$ cat src/rtl/xmem_dma.sv
// Purpose: single-transfer DMA sequencer driving a Versat xmem port A (write stream in, read stream out).
// Latency: write lands 1 cycle after handshake; read data reaches m_valid 4 cycles after issue (2 mem + push).
// Backpressure: s_ready only in WRITE; reads throttled so FIFO + in-flight never exceeds FIFO_DEPTH.
//
// Ports:
//   clk, rst (async active-low)          - clock / reset
//   start, dir, base, len, busy, done    - transfer control (dir 0 = write, 1 = read)
//   s_data, s_valid, s_ready             - write stream into memory
//   m_data, m_valid, m_ready             - read stream out of the return FIFO
//   mem_valid, mem_we, mem_addr,
//   mem_wdata, mem_rdata                 - xmem port-A host interface (registered outputs)
module xmem_dma #(
    parameter int DATA_W     = 32,
    parameter int ADDR_W     = 10,
    parameter int FIFO_DEPTH = 4
) (
    input  logic              clk,
    input  logic              rst,
    input  logic              start,
    input  logic              dir,
    input  logic [ADDR_W-1:0] base,
    input  logic [ADDR_W:0]   len,
    output logic              busy,
    output logic              done,
    input  logic [DATA_W-1:0] s_data,
    input  logic              s_valid,
    output logic              s_ready,
    output logic [DATA_W-1:0] m_data,
    output logic              m_valid,
    input  logic              m_ready,
    output logic              mem_valid,
    output logic              mem_we,
    output logic [ADDR_W-1:0] mem_addr,
    output logic [DATA_W-1:0] mem_wdata,
    input  logic [DATA_W-1:0] mem_rdata
);

    localparam int PTR_W = (FIFO_DEPTH > 1) ? $clog2(FIFO_DEPTH) : 1;
    localparam int CNT_W = $clog2(FIFO_DEPTH + 1);
    // Occupancy including up to 3 in-flight reads fits in one extra bit since FIFO_DEPTH >= 4.
    localparam int OCC_W = CNT_W + 1;

    typedef enum logic [1:0] {
        S_IDLE  = 2'd0,
        S_WRITE = 2'd1,
        S_FLUSH = 2'd2,
        S_READ  = 2'd3
    } state_t;

    state_t            state;
    logic [ADDR_W:0]   n;
    logic [ADDR_W-1:0] base_q;
    logic [ADDR_W:0]   len_q;

    // Read-return delay line: tracks reads through the memory's 2-cycle output path.
    logic              vld_d1;
    logic              vld_d2;

    logic [DATA_W-1:0] fifo_mem [FIFO_DEPTH];
    logic [PTR_W-1:0]  wr_ptr;
    logic [PTR_W-1:0]  rd_ptr;
    logic [CNT_W-1:0]  count;

    logic              rd_vld0;
    logic [1:0]        outstanding;
    logic [OCC_W-1:0]  occ;
    logic              push;
    logic              pop;
    logic              wr_hs;
    logic              rd_issue;
    logic              rd_fin;

    assign busy    = (state != S_IDLE);
    assign done    = (state == S_FLUSH);
    assign s_ready = (state == S_WRITE);

    assign m_valid = (count != '0);
    assign m_data  = fifo_mem[rd_ptr];
    assign pop     = m_valid & m_ready;
    assign push    = vld_d2;

    assign rd_vld0     = mem_valid & ~mem_we;
    assign outstanding = {1'b0, rd_vld0} + {1'b0, vld_d1} + {1'b0, vld_d2};
    // A slot freed by this cycle's pop may be reused by this cycle's issue.
    assign occ         = OCC_W'(count) + OCC_W'(outstanding) - OCC_W'(pop);

    assign wr_hs    = s_valid & s_ready;
    assign rd_issue = (state == S_READ) && (n < len_q) && (occ < OCC_W'(FIFO_DEPTH));
    // Finish once everything issued has been delivered, counting the pop happening now.
    assign rd_fin   = (state == S_READ) && (n == len_q) && (outstanding == 2'd0)
                      && (count == CNT_W'(pop));

    // Control FSM and registered memory-side outputs.
    always_ff @(posedge clk or negedge rst) begin
        if (!rst) begin
            state     <= S_IDLE;
            n         <= '0;
            base_q    <= '0;
            len_q     <= '0;
            mem_valid <= 1'b0;
            mem_we    <= 1'b0;
            mem_addr  <= '0;
            mem_wdata <= '0;
            vld_d1    <= 1'b0;
            vld_d2    <= 1'b0;
        end else begin
            mem_valid <= 1'b0;
            mem_we    <= 1'b0;
            mem_wdata <= '0;
            vld_d1    <= rd_vld0;
            vld_d2    <= vld_d1;
            case (state)
                S_IDLE: begin
                    if (start) begin
                        base_q <= base;
                        len_q  <= len;
                        n      <= '0;
                        if (len == '0) begin
                            state <= S_FLUSH;
                        end else if (dir) begin
                            state <= S_READ;
                        end else begin
                            state <= S_WRITE;
                        end
                    end
                end
                S_WRITE: begin
                    if (wr_hs) begin
                        mem_valid <= 1'b1;
                        mem_we    <= 1'b1;
                        mem_addr  <= base_q + n[ADDR_W-1:0];
                        mem_wdata <= s_data;
                        n         <= n + 1'b1;
                        if ((n + 1'b1) == len_q) begin
                            state <= S_FLUSH;
                        end
                    end
                end
                S_FLUSH: begin
                    state <= S_IDLE;
                end
                S_READ: begin
                    if (rd_issue) begin
                        mem_valid <= 1'b1;
                        mem_addr  <= base_q + n[ADDR_W-1:0];
                        n         <= n + 1'b1;
                    end
                    if (rd_fin) begin
                        state <= S_FLUSH;
                    end
                end
                default: state <= S_IDLE;
            endcase
        end
    end

    // Read-return FIFO; storage is cleared so m_data is 0 out of reset.
    always_ff @(posedge clk or negedge rst) begin
        if (!rst) begin
            for (int i = 0; i < FIFO_DEPTH; i++) begin
                fifo_mem[i] <= '0;
            end
            wr_ptr <= '0;
            rd_ptr <= '0;
            count  <= '0;
        end else begin
            if (push) begin
                fifo_mem[wr_ptr] <= mem_rdata;
                wr_ptr <= (wr_ptr == PTR_W'(FIFO_DEPTH - 1)) ? '0 : wr_ptr + 1'b1;
            end
            if (pop) begin
                rd_ptr <= (rd_ptr == PTR_W'(FIFO_DEPTH - 1)) ? '0 : rd_ptr + 1'b1;
            end
            case ({push, pop})
                2'b10:   count <= count + 1'b1;
                2'b01:   count <= count - 1'b1;
                default: count <= count;
            endcase
        end
    end

    // The issue throttle guarantees room for every in-flight read.
    fifo_no_overflow: assert property (@(posedge clk) disable iff (!rst)
        !(push && !pop && (count == CNT_W'(FIFO_DEPTH))));

endmodule
$ cat config.mk
export PLATFORM = sky130hd
export DESIGN_NAME = xmem_dma
export DESIGN_NICKNAME = d
export VERILOG_FILES = /design/src/rtl/xmem_dma.sv
export SDC_FILE = /design/constraint.sdc
export NUM_CORES = 1
export LEC_CHECK = 0
export BUFFER_PORTS_ARGS = -buffer_cell sky130_fd_sc_hd__buf_2
export CAP_MARGIN = 20
export CORE_MARGIN = 3
export CORE_UTILIZATION = 61
export CTS_CLUSTER_DIAMETER = 60
export DETAILED_ROUTE_END_ITERATION = 10
export PLACE_DENSITY_LB_ADDON = 0.05
export SYNTH_ARGS = -nofsm -noshare
export SYNTH_HDL_FRONTEND = slang
export SYNTH_SLANG_ARGS = --single-unit
$ cat constraint.sdc
create_clock -name clk -period 9.7 [get_ports clk]
set_clock_uncertainty 0.2 [all_clocks]
set_input_delay 2.91 -clock clk [delete_from_list [all_inputs] [get_ports clk]]
set_output_delay 2.91 -clock clk [all_outputs]
set_load 0.01 [all_outputs]
==> results of run 1 <==
area by class of cell:
type                    instances  share of cell area, %
multi-input cells             454                   36.6
clock buffers                  31                   5.48
repair buffers                181                   8.00
flip-flops and latches        215                   45.7
inverters                      41                   1.31
well taps                     216                   2.30
clock inverters                 7                  0.574
metal layers:
layer | vias to the layer above | share of wire [%]
met3 | 37 | 5.5
li1 | 3043 | -
met4 | 0 | 1.9
met5 | - | 0
met1 | 3341 | 42
met2 | 198 | 51
critical path: cells and delay by family, from the launching register on:
family / cells / cell delay (ps)
muxes: 1 / 580
DFF: 1 / 620
buffers and inverters: 2 / 670
report_power, final:
part           switching [mW]  internal [mW]  total [mW]
logic                   0.827          0.954        1.78
clock network           0.338          0.491       0.829
registers               0.275           1.31        1.58
metrics by stage:
stage          utilization [%]  instance area (µm²)  setup slack, ps  std cells  power (mW)
2_1_floorplan                -                10000             4420        749        2.84
3_3_place_gp              69.1                11100             3950       1107        3.29
3_5_place_dp              69.1                11100             3890       1107        3.39
4_1_cts                   73.6                11800             4140       1145        4.24
5_1_grt                   73.6                11800             4030       1145        4.47
6_report                  73.6                11800             4210       1145        4.19
registers in the layout, summed over array words and instances, names as in the netlist, 3 cells and up:
name	cells
mem_wdata	32
count	3
len_q	11
fifo_mem	128
base_q	10
n	11
mem_addr	10
logic make-up after synthesis:
| kind of cell | share of synthesized area, % |
|---|---|
| DFF | 53.7 |
| xor gates and xnor gates | 1.92 |
| and+or+nand+nor | 7.37 |
| muxes | 23.9 |
| buffers and inverters | 3.28 |
| AOI/OAI and AO/OA | 5.34 |
| adders and majority gates | 4.47 |
how the worst max path moves through the flow:
| stage | from | slack [ps] | endpoint |
|---|---|---|---|
| 4_1_cts | rd_ptr[0] | 4140 | m_data[4] |
| 5_1_grt | rd_ptr[0] | 4030 | m_data[19] |
| 2_1_floorplan | m_ready | 4420 | mem_addr[6] |
| 3_3_place_gp | m_ready | 3950 | mem_addr[9] |
| 3_5_place_dp | m_ready | 3890 | mem_addr[4] |
| 6_report | rd_ptr[0] | 4210 | m_data[31] |
placed cells by master, fill, tap and decap left out, drive strengths merged, types with 2 or more instances in the layout:
cell       n
dfrtp    215
buf      180
mux2     148
inv       42
o21ai     35
and3      33
nand2     32
mux4      32
clkbuf    32
ha        31
xnor2     18
nor2      18
a21oi     10
nor3       9
nor2b      8
nand4      6
nand3      6
or3        6
o221ai     5
clkinv     5
o41ai      4
xor2       4
o22ai      4
nor4       4
a211oi     3
o211ai     3
fa         3
a21o       2
o21bai     2
and3b      2
and2       2
or2        2
o21a       2
a2111oi    2
==> impl_metrics.json, run 1 <==
{
  "status": "complete, no violations",
  "postSynth.asyncResetShare_pct": 100,
  "p_per_area_nw_per_um2": 356,
  "clkTransAtPathRegs_ps": 60,
  "antennaDiodeCount": 0,
  "slew_headroom_pct": 47.5,
  "ys.flop_type": "dfrtp_1",
  "synth.most_common_cell": "dfrtp_1",
  "finalCritPeriodShare_pct": 56.6,
  "synth_seq_cells": 215,
  "cp_slowest_cell": "dfrtp_2",
  "cts_max_level": 1,
  "drc": 0,
  "max_freq_mhz": 182,
  "detail-route-antenna-nets": 0,
  "synthTopCellsByArea": "dfrtp_1, mux2_2, mux4_2",
  "clock-sinks": 215,
  "detail_route.vias_per_cell": 5.78,
  "crit_type": "flip-flop to output port",
  "cts_resized": 0,
  "setup_violations": 0,
  "cp-start-kind": "flip-flop",
  "holdBufCountCts": 0,
  "dpl.hpwl_um": 14700,
  "synth_top_area_cell": "dfrtp_1",
  "rrSetupSlack_ps": 5980,
  "grt_antenna_before_repair": 0,
  "place_congestion": 0.848,
  "cts_setup_buffers": 0,
  "grt_pass1_vias": 7003,
  "area_delta_synth_final_pct": 17.5,
  "drtIter0Drc": 359,
  "num_rows": 46,
  "ir_drop_mv": 0.199,
  "final.setup.tns_ps": 0,
  "met1_usage_pct": 31.8,
  "path_cells": "buf_4 > mux4_2 > buf_2",
  "crit_arrival_ps": 2380,
  "start_util_pct": 62.6,
  "crit_fanout": 23,
  "worst_pin_slew_ps": 788,
  "routedWlPerCell_um": 18.7,
  "drive_above_1_share_pct": 43.7,
  "first_pass_iters": 5,
  "die_h_um": 134,
  "clock_path_buffers": 3,
  "reg2reg_to": "mem_addr[4]",
  "leakagePower_nw": 5.48,
  "synth_top_area_share_pct": 53.7,
  "grtUsageMet2_pct": 41.5,
  "ys.warnings.count": 0,
  "holdPathEnd": "push",
  "worst_path_largest_cell_delay_ps": 620,
  "syn_nets": 874,
  "drv_cap": 0,
  "cts_root_buffer": "clkbuf_16",
  "hold_depth": 0,
  "holdWs_ps": 218,
  "min_from": "vld_d1",
  "design.die.area_um2": 18000,
  "grt_pass1_wl_um": 35000,
  "grt.overflow.total": 0,
  "cts_inserted_buffers": 23,
  "postSynthCellCount": 749,
  "core_um2": 16000,
  "drv_slew": 0,
  "cts_tree": "yes",
  "grt.total_usage_pct": 23.8,
  "rr_worst_depth": 13,
  "hold_class": "flip-flop to flip-flop",
  "final_hold_viol_count": 0,
  "post-route-min-period_ps": 5490,
  "r2r_start": "mem_we",
  "crit_path_end_kind": "output port",
  "fillers": 1100,
  "dieWidth_um": 134,
  "synth_edf_count": 0,
  "synth_area_per_cell_um2": 13.4,
  "seq_area_um2": 5380,
  "pin_count": 171,
  "top_usage_layer": "met2",
  "syn-cell-area_um2": 10000,
  "seq_area_frac_synth_pct": 53.7,
  "multi_input_area_um2": 4310,
  "clock_latency_ps": 500,
  "via_count": 6619,
  "wl_um": 21400,
  "rsz0062_at_grt": "no",
  "synth_commonest_cells": "dfrtp_1, mux2_2, inv_1",
  "port_buffers": 170,
  "final_nets": 1041,
  "worstPathRequired_ps": 6590,
  "grt_max_degree": 103,
  "grtUsageMet3_pct": 4.24,
  "synth.distinct_cells": 61
}
No activity file was read; power rests on OpenSTA's default activity.
==> inputs of run 2 (changes only) <==
CORE_UTILIZATION = 51   (was 61)
clock period = 4.92 ns   (was 9.7 ns; I/O delays follow)
==> impl_metrics.json, run 2 (same netlist as run 1, synthesis figures left out) <==
{
  "dpl.hpwl_um": 15100,
  "rr_worst_depth": 12,
  "grt.total_usage_pct": 20.9,
  "r2r_start": "mem_we",
  "largest_reg_flops": 128,
  "drv_cap": 0,
  "holdPathEnd": "push",
  "cts_inserted_buffers": 25,
  "sw_frac_of_total_pct": 34.4,
  "cts_tree": "yes",
  "worst_path_largest_cell_delay_ps": 690,
  "detail_route.vias_per_cell": 5.50,
  "drive_above_1_share_pct": 44.2,
  "layout_commonest_cell": "dfrtp_1",
  "rrSetupSlack_ps": 1340,
  "grt_pass1_vias": 7325,
  "drtIter0Drc": 320,
  "cts_root_buffer": "clkbuf_16",
  "grt.overflow.total": 0,
  "post-route-min-period_ps": 3880,
  "reg2reg_to": "mem_addr[8]",
  "p_sw_mw": 2.92,
  "worst_pin_slew_ps": 793,
  "fillers": 1535,
  "finalCritPeriodShare_pct": 78.9,
  "crit_fanout": 21,
  "clock-sinks": 215,
  "combPwrFrac_pct": 41.8,
  "rsz0062_at_grt": "no",
  "final_hold_viol_count": 0,
  "cts_max_level": 1,
  "worstPathRequired_ps": 3240,
  "final_nets": 1045,
  "die_h_um": 146,
  "antennaDiodeCount": 0,
  "layout_common_cells": "dfrtp_1, buf_2, mux2_2",
  "ir_drop_mv": 0.348,
  "hold_class": "flip-flop to flip-flop",
  "grt_antenna_before_repair": 0,
  "pin_count": 171,
  "postLayoutCellArea_um2": 12000,
  "slew_headroom_pct": 47.1,
  "start_util_pct": 52.7,
  "design.die.area_um2": 21400,
  "final.setup.tns_ps": 0,
  "clock_latency_ps": 520,
  "final_util_pct": 62.9,
  "cts_setup_buffers": 0,
  "grt_pass1_wl_um": 37200,
  "grt_max_degree": 97,
  "clkTransAtPathRegs_ps": 60,
  "top_register": "fifo_mem",
  "p_int_mw": 5.57,
  "cp_slowest_cell": "dfrtp_2",
  "setup_ws_ps": 1040,
  "cts_resized": 0,
  "dpl_cell_area_um2": 11200,
  "via_count": 6587,
  "wl_um": 22100,
  "first_pass_iters": 5,
  "path_cells": "buf_12 > mux4_2 > buf_2",
  "hold_depth": 0,
  "dp_cells": 1153,
  "top_regs": "fifo_mem: 128 flops, mem_wdata: 32 flops",
  "crit_path_end_kind": "output port",
  "holdBufCountCts": 0,
  "num_rows": 50,
  "leakagePower_nw": 5.55,
  "cp-start-kind": "flip-flop",
  "status": "complete, no violations",
  "p_per_area_nw_per_um2": 710,
  "core_um2": 19000,
  "dieWidth_um": 146,
  "place_congestion": 0.862,
  "routedWlPerCell_um": 18.4,
  "pre_cts_ws_ps": 633,
  "drv_slew": 0,
  "port_buffers": 170,
  "final_cells": 1198,
  "clock_path_buffers": 3,
  "sequentialPowerShare_pct": 36.9,
  "clockPowerShare_pct": 21.4,
  "max_freq_mhz": 257,
  "crit_type": "flip-flop to output port",
  "setup_violations": 0,
  "drc": 0,
  "detail-route-antenna-nets": 0,
  "min_from": "vld_d1",
  "crit_arrival_ps": 2210,
  "area_delta_synth_final_pct": 19.4
}
[run 2: how the worst max path moves through the flow]
stage	startpoint	to	slack (ps)
2_1_floorplan	m_ready	mem_addr[6]	1070
3_3_place_gp	m_ready	mem_addr[8]	780
3_5_place_dp	m_ready	mem_addr[8]	630
4_1_cts	rd_ptr[0]	m_data[2]	970
5_1_grt	rd_ptr[0]	m_data[31]	890
6_report	rd_ptr[0]	m_data[4]	1040
[run 2: worst max-delay path: cells and delay by family (launching register included)]
| family | cells | cell delay, ps |
|---|---|---|
| buffers and inverters | 2 | 440 |
| DFF | 1 | 690 |
| muxes | 1 | 540 |
[run 2: final cells by class]
| cell class | instances | area, µm² | area share (%) |
|---|---|---|---|
| repair buffers | 183 | 982 | 8.21 |
| well taps | 260 | 325 | 2.72 |
| clock inverters | 13 | 130 | 1.09 |
| inverters | 41 | 154 | 1.29 |
| clock buffers | 32 | 682 | 5.70 |
| flip-flops and latches | 215 | 5380 | 45.0 |
| multi-input cells | 454 | 4310 | 36.0 |
[run 2: through the flow]
stage / hold slack, ps / power [mW]
after floorplan: 192 / 5.60
after global placement: 205 / 6.55
after detailed placement: 220 / 6.75
after CTS: 247 / 8.61
after global routing: 267 / 9.11
final: 249 / 8.49
[run 2: power groups by stage]
stage	sequential (mW)	clock (mW)	combinational (mW)
floorplan	2.97	0	2.64
global placement	3.09	0	3.46
detailed placement	3.16	0	3.59
CTS	3.14	1.86	3.61
global route	3.24	1.94	3.93
finish	3.13	1.81	3.55
[run 2: per-layer routing]
layer	routed length, µm	share of wire, %	track usage [%]	up-vias
met1	9300	42	26.6	3324
met5	0	0	0	-
met2	11200	51	37.4	163
li1	-	-	-	3063
met4	431	2.0	4.70	0
met3	1160	5.3	3.97	37
==> inputs of run 3 (changes only) <==
CORE_UTILIZATION = 56   (was 51)
clock period = 4 ns   (was 4.92 ns; I/O delays follow)
==> impl_metrics.json, run 3 (same netlist as run 1, synthesis figures left out) <==
{
  "status": "complete, no violations",
  "max_freq_mhz": 276,
  "clock_latency_ps": 500,
  "grt_max_degree": 70,
  "hold_depth": 0,
  "drc": 0,
  "top_regs": "fifo_mem: 128 flops, mem_wdata: 32 flops",
  "crit_arrival_ps": 3800,
  "detail-route-antenna-nets": 0,
  "rsz0062_at_grt": "no",
  "cp-start-kind": "flip-flop",
  "wl_um": 21800,
  "area_delta_synth_final_pct": 19.3,
  "via_count": 6602,
  "clkTransAtPathRegs_ps": 60,
  "start_util_pct": 57.5,
  "first_pass_iters": 5,
  "place_congestion": 0.870,
  "drtIter0Drc": 333,
  "post-route-min-period_ps": 3630,
  "cts_resized": 0,
  "cp_slowest_cell": "nor2_1",
  "reg2reg_to": "mem_addr[4]",
  "min_from": "vld_d1",
  "dieWidth_um": 140,
  "routedWlPerCell_um": 18.7,
  "layout_common_cells": "dfrtp_1, buf_2, mux2_2",
  "worst_pin_slew_ps": 1000,
  "cts_max_level": 1,
  "num_rows": 48,
  "worst_path_largest_cell_delay_ps": 760,
  "ir_drop_mv": 0.538,
  "largest_reg_flops": 128,
  "hold_class": "flip-flop to flip-flop",
  "layout_commonest_cell": "dfrtp_1",
  "final_cells": 1162,
  "holdPathEnd": "push",
  "p_per_area_nw_per_um2": 877,
  "detail_route.vias_per_cell": 5.68,
  "crit_fanout": 11,
  "worstPathRequired_ps": 4170,
  "clock_path_buffers": 3,
  "final_nets": 1045,
  "grt.overflow.total": 0,
  "cts_tree": "yes",
  "pre_cts_ws_ps": -51.1,
  "grt_pass1_vias": 7244,
  "rr_worst_depth": 12,
  "pin_count": 171,
  "design.die.area_um2": 19500,
  "setup_ws_ps": 371,
  "crit_type": "flip-flop to flip-flop",
  "crit_path_end_kind": "flip-flop",
  "slew_headroom_pct": 33.1,
  "port_buffers": 170,
  "r2r_start": "mem_valid",
  "holdBufCountCts": 0,
  "setup_violations": 0,
  "grt_pass1_wl_um": 36500,
  "drive_above_1_share_pct": 44.7,
  "die_h_um": 140,
  "rrSetupSlack_ps": 370,
  "finalCritPeriodShare_pct": 90.7,
  "clock-sinks": 215,
  "cts_root_buffer": "clkbuf_16",
  "dpl.hpwl_um": 15200,
  "dp_cells": 1120,
  "grt_antenna_before_repair": 1,
  "drv_cap": 0,
  "cts_setup_buffers": 0,
  "drv_slew": 0,
  "grt.total_usage_pct": 22.7,
  "final_hold_viol_count": 0,
  "leakagePower_nw": 5.56,
  "cts_inserted_buffers": 23,
  "top_register": "fifo_mem",
  "fillers": 1284,
  "path_cells": "nor2b_1 > fa_1 > inv_1 > ha_1 > inv_1 > ha_1 > and3b_1 > o211ai_1 > o41ai_1 > o211a_2 > nor2_1 > mux2_2",
  "core_um2": 17400
}
[run 3: cell count changes in the layout (fill, tap and decap cells not counted), sizes merged]
| cell | previous run | this run |
|---|---|---|
| bufinv | 2 | 3 |
| buf | 182 | 184 |
| inv | 43 | 41 |
| diode | 0 | 1 |
| clkinv | 9 | 4 |
| clkbuf | 33 | 35 |
[run 3: final cells by class]
class,count,area (µm²),share of cell area (%)
diodes,1,2.50,0.0209
flip-flops and latches,215,5380,45.0
multi-input cells,454,4320,36.2
repair buffers,185,997,8.34
well taps,225,282,2.36
inverters,41,154,1.29
clock inverters,7,114,0.953
clock buffers,34,697,5.83
[run 3: power by group]
part | internal (mW) | total (mW) | leakage, nW | switching [mW]
registers | 3.17 | 3.84 | 2.59 | 0.669
logic | 2.37 | 4.42 | 2.57 | 2.05
clock network | 1.40 | 2.22 | 0.403 | 0.827
[run 3: routing by layer]
metal / GRT usage (%) / vias to the layer above / routed length [µm]
li1: - / 3052 / -
met1: 29.1 / 3333 / 8980
met2: 40.4 / 181 / 11200
met3: 4.43 / 36 / 1150
met4: 4.59 / 0 / 421
met5: 0 / - / 0
[run 3: metrics by stage]
| stage | TNS, ps | util (%) | hold WS (ps) | power (mW) | cell area, µm² |
|---|---|---|---|---|---|
| 2_1_floorplan | 0 | - | 192 | 6.89 | 10000 |
| 3_3_place_gp | 0 | 64.0 | 201 | 8.06 | 11100 |
| 3_5_place_dp | -460 | 64.0 | 206 | 8.34 | 11100 |
| 4_1_cts | 0 | 68.6 | 220 | 10.6 | 11900 |
| 5_1_grt | 0 | 68.6 | 236 | 11.2 | 12000 |
| 6_report | 0 | 68.6 | 208 | 10.5 | 12000 |
[run 3: worst max-delay path, delay by kind of cell, from the launching register on]
kind / cells / cell delay (ps)
flops: 1 / 370
buf+inv: 2 / 110
compound gates: 3 / 410
simple gates: 3 / 1080
fa+ha+maj: 3 / 910
mux: 1 / 420
[run 3: how the worst max path moves through the flow]
stage               startpoint          end  slack, ps
floorplan              m_ready  mem_addr[6]        430
global placement       m_ready  mem_addr[0]         90
detailed placement     m_ready  mem_addr[4]        -50
CTS                  mem_valid  mem_addr[4]        330
global route         mem_valid         n[4]         40
finish               mem_valid  mem_addr[4]        370
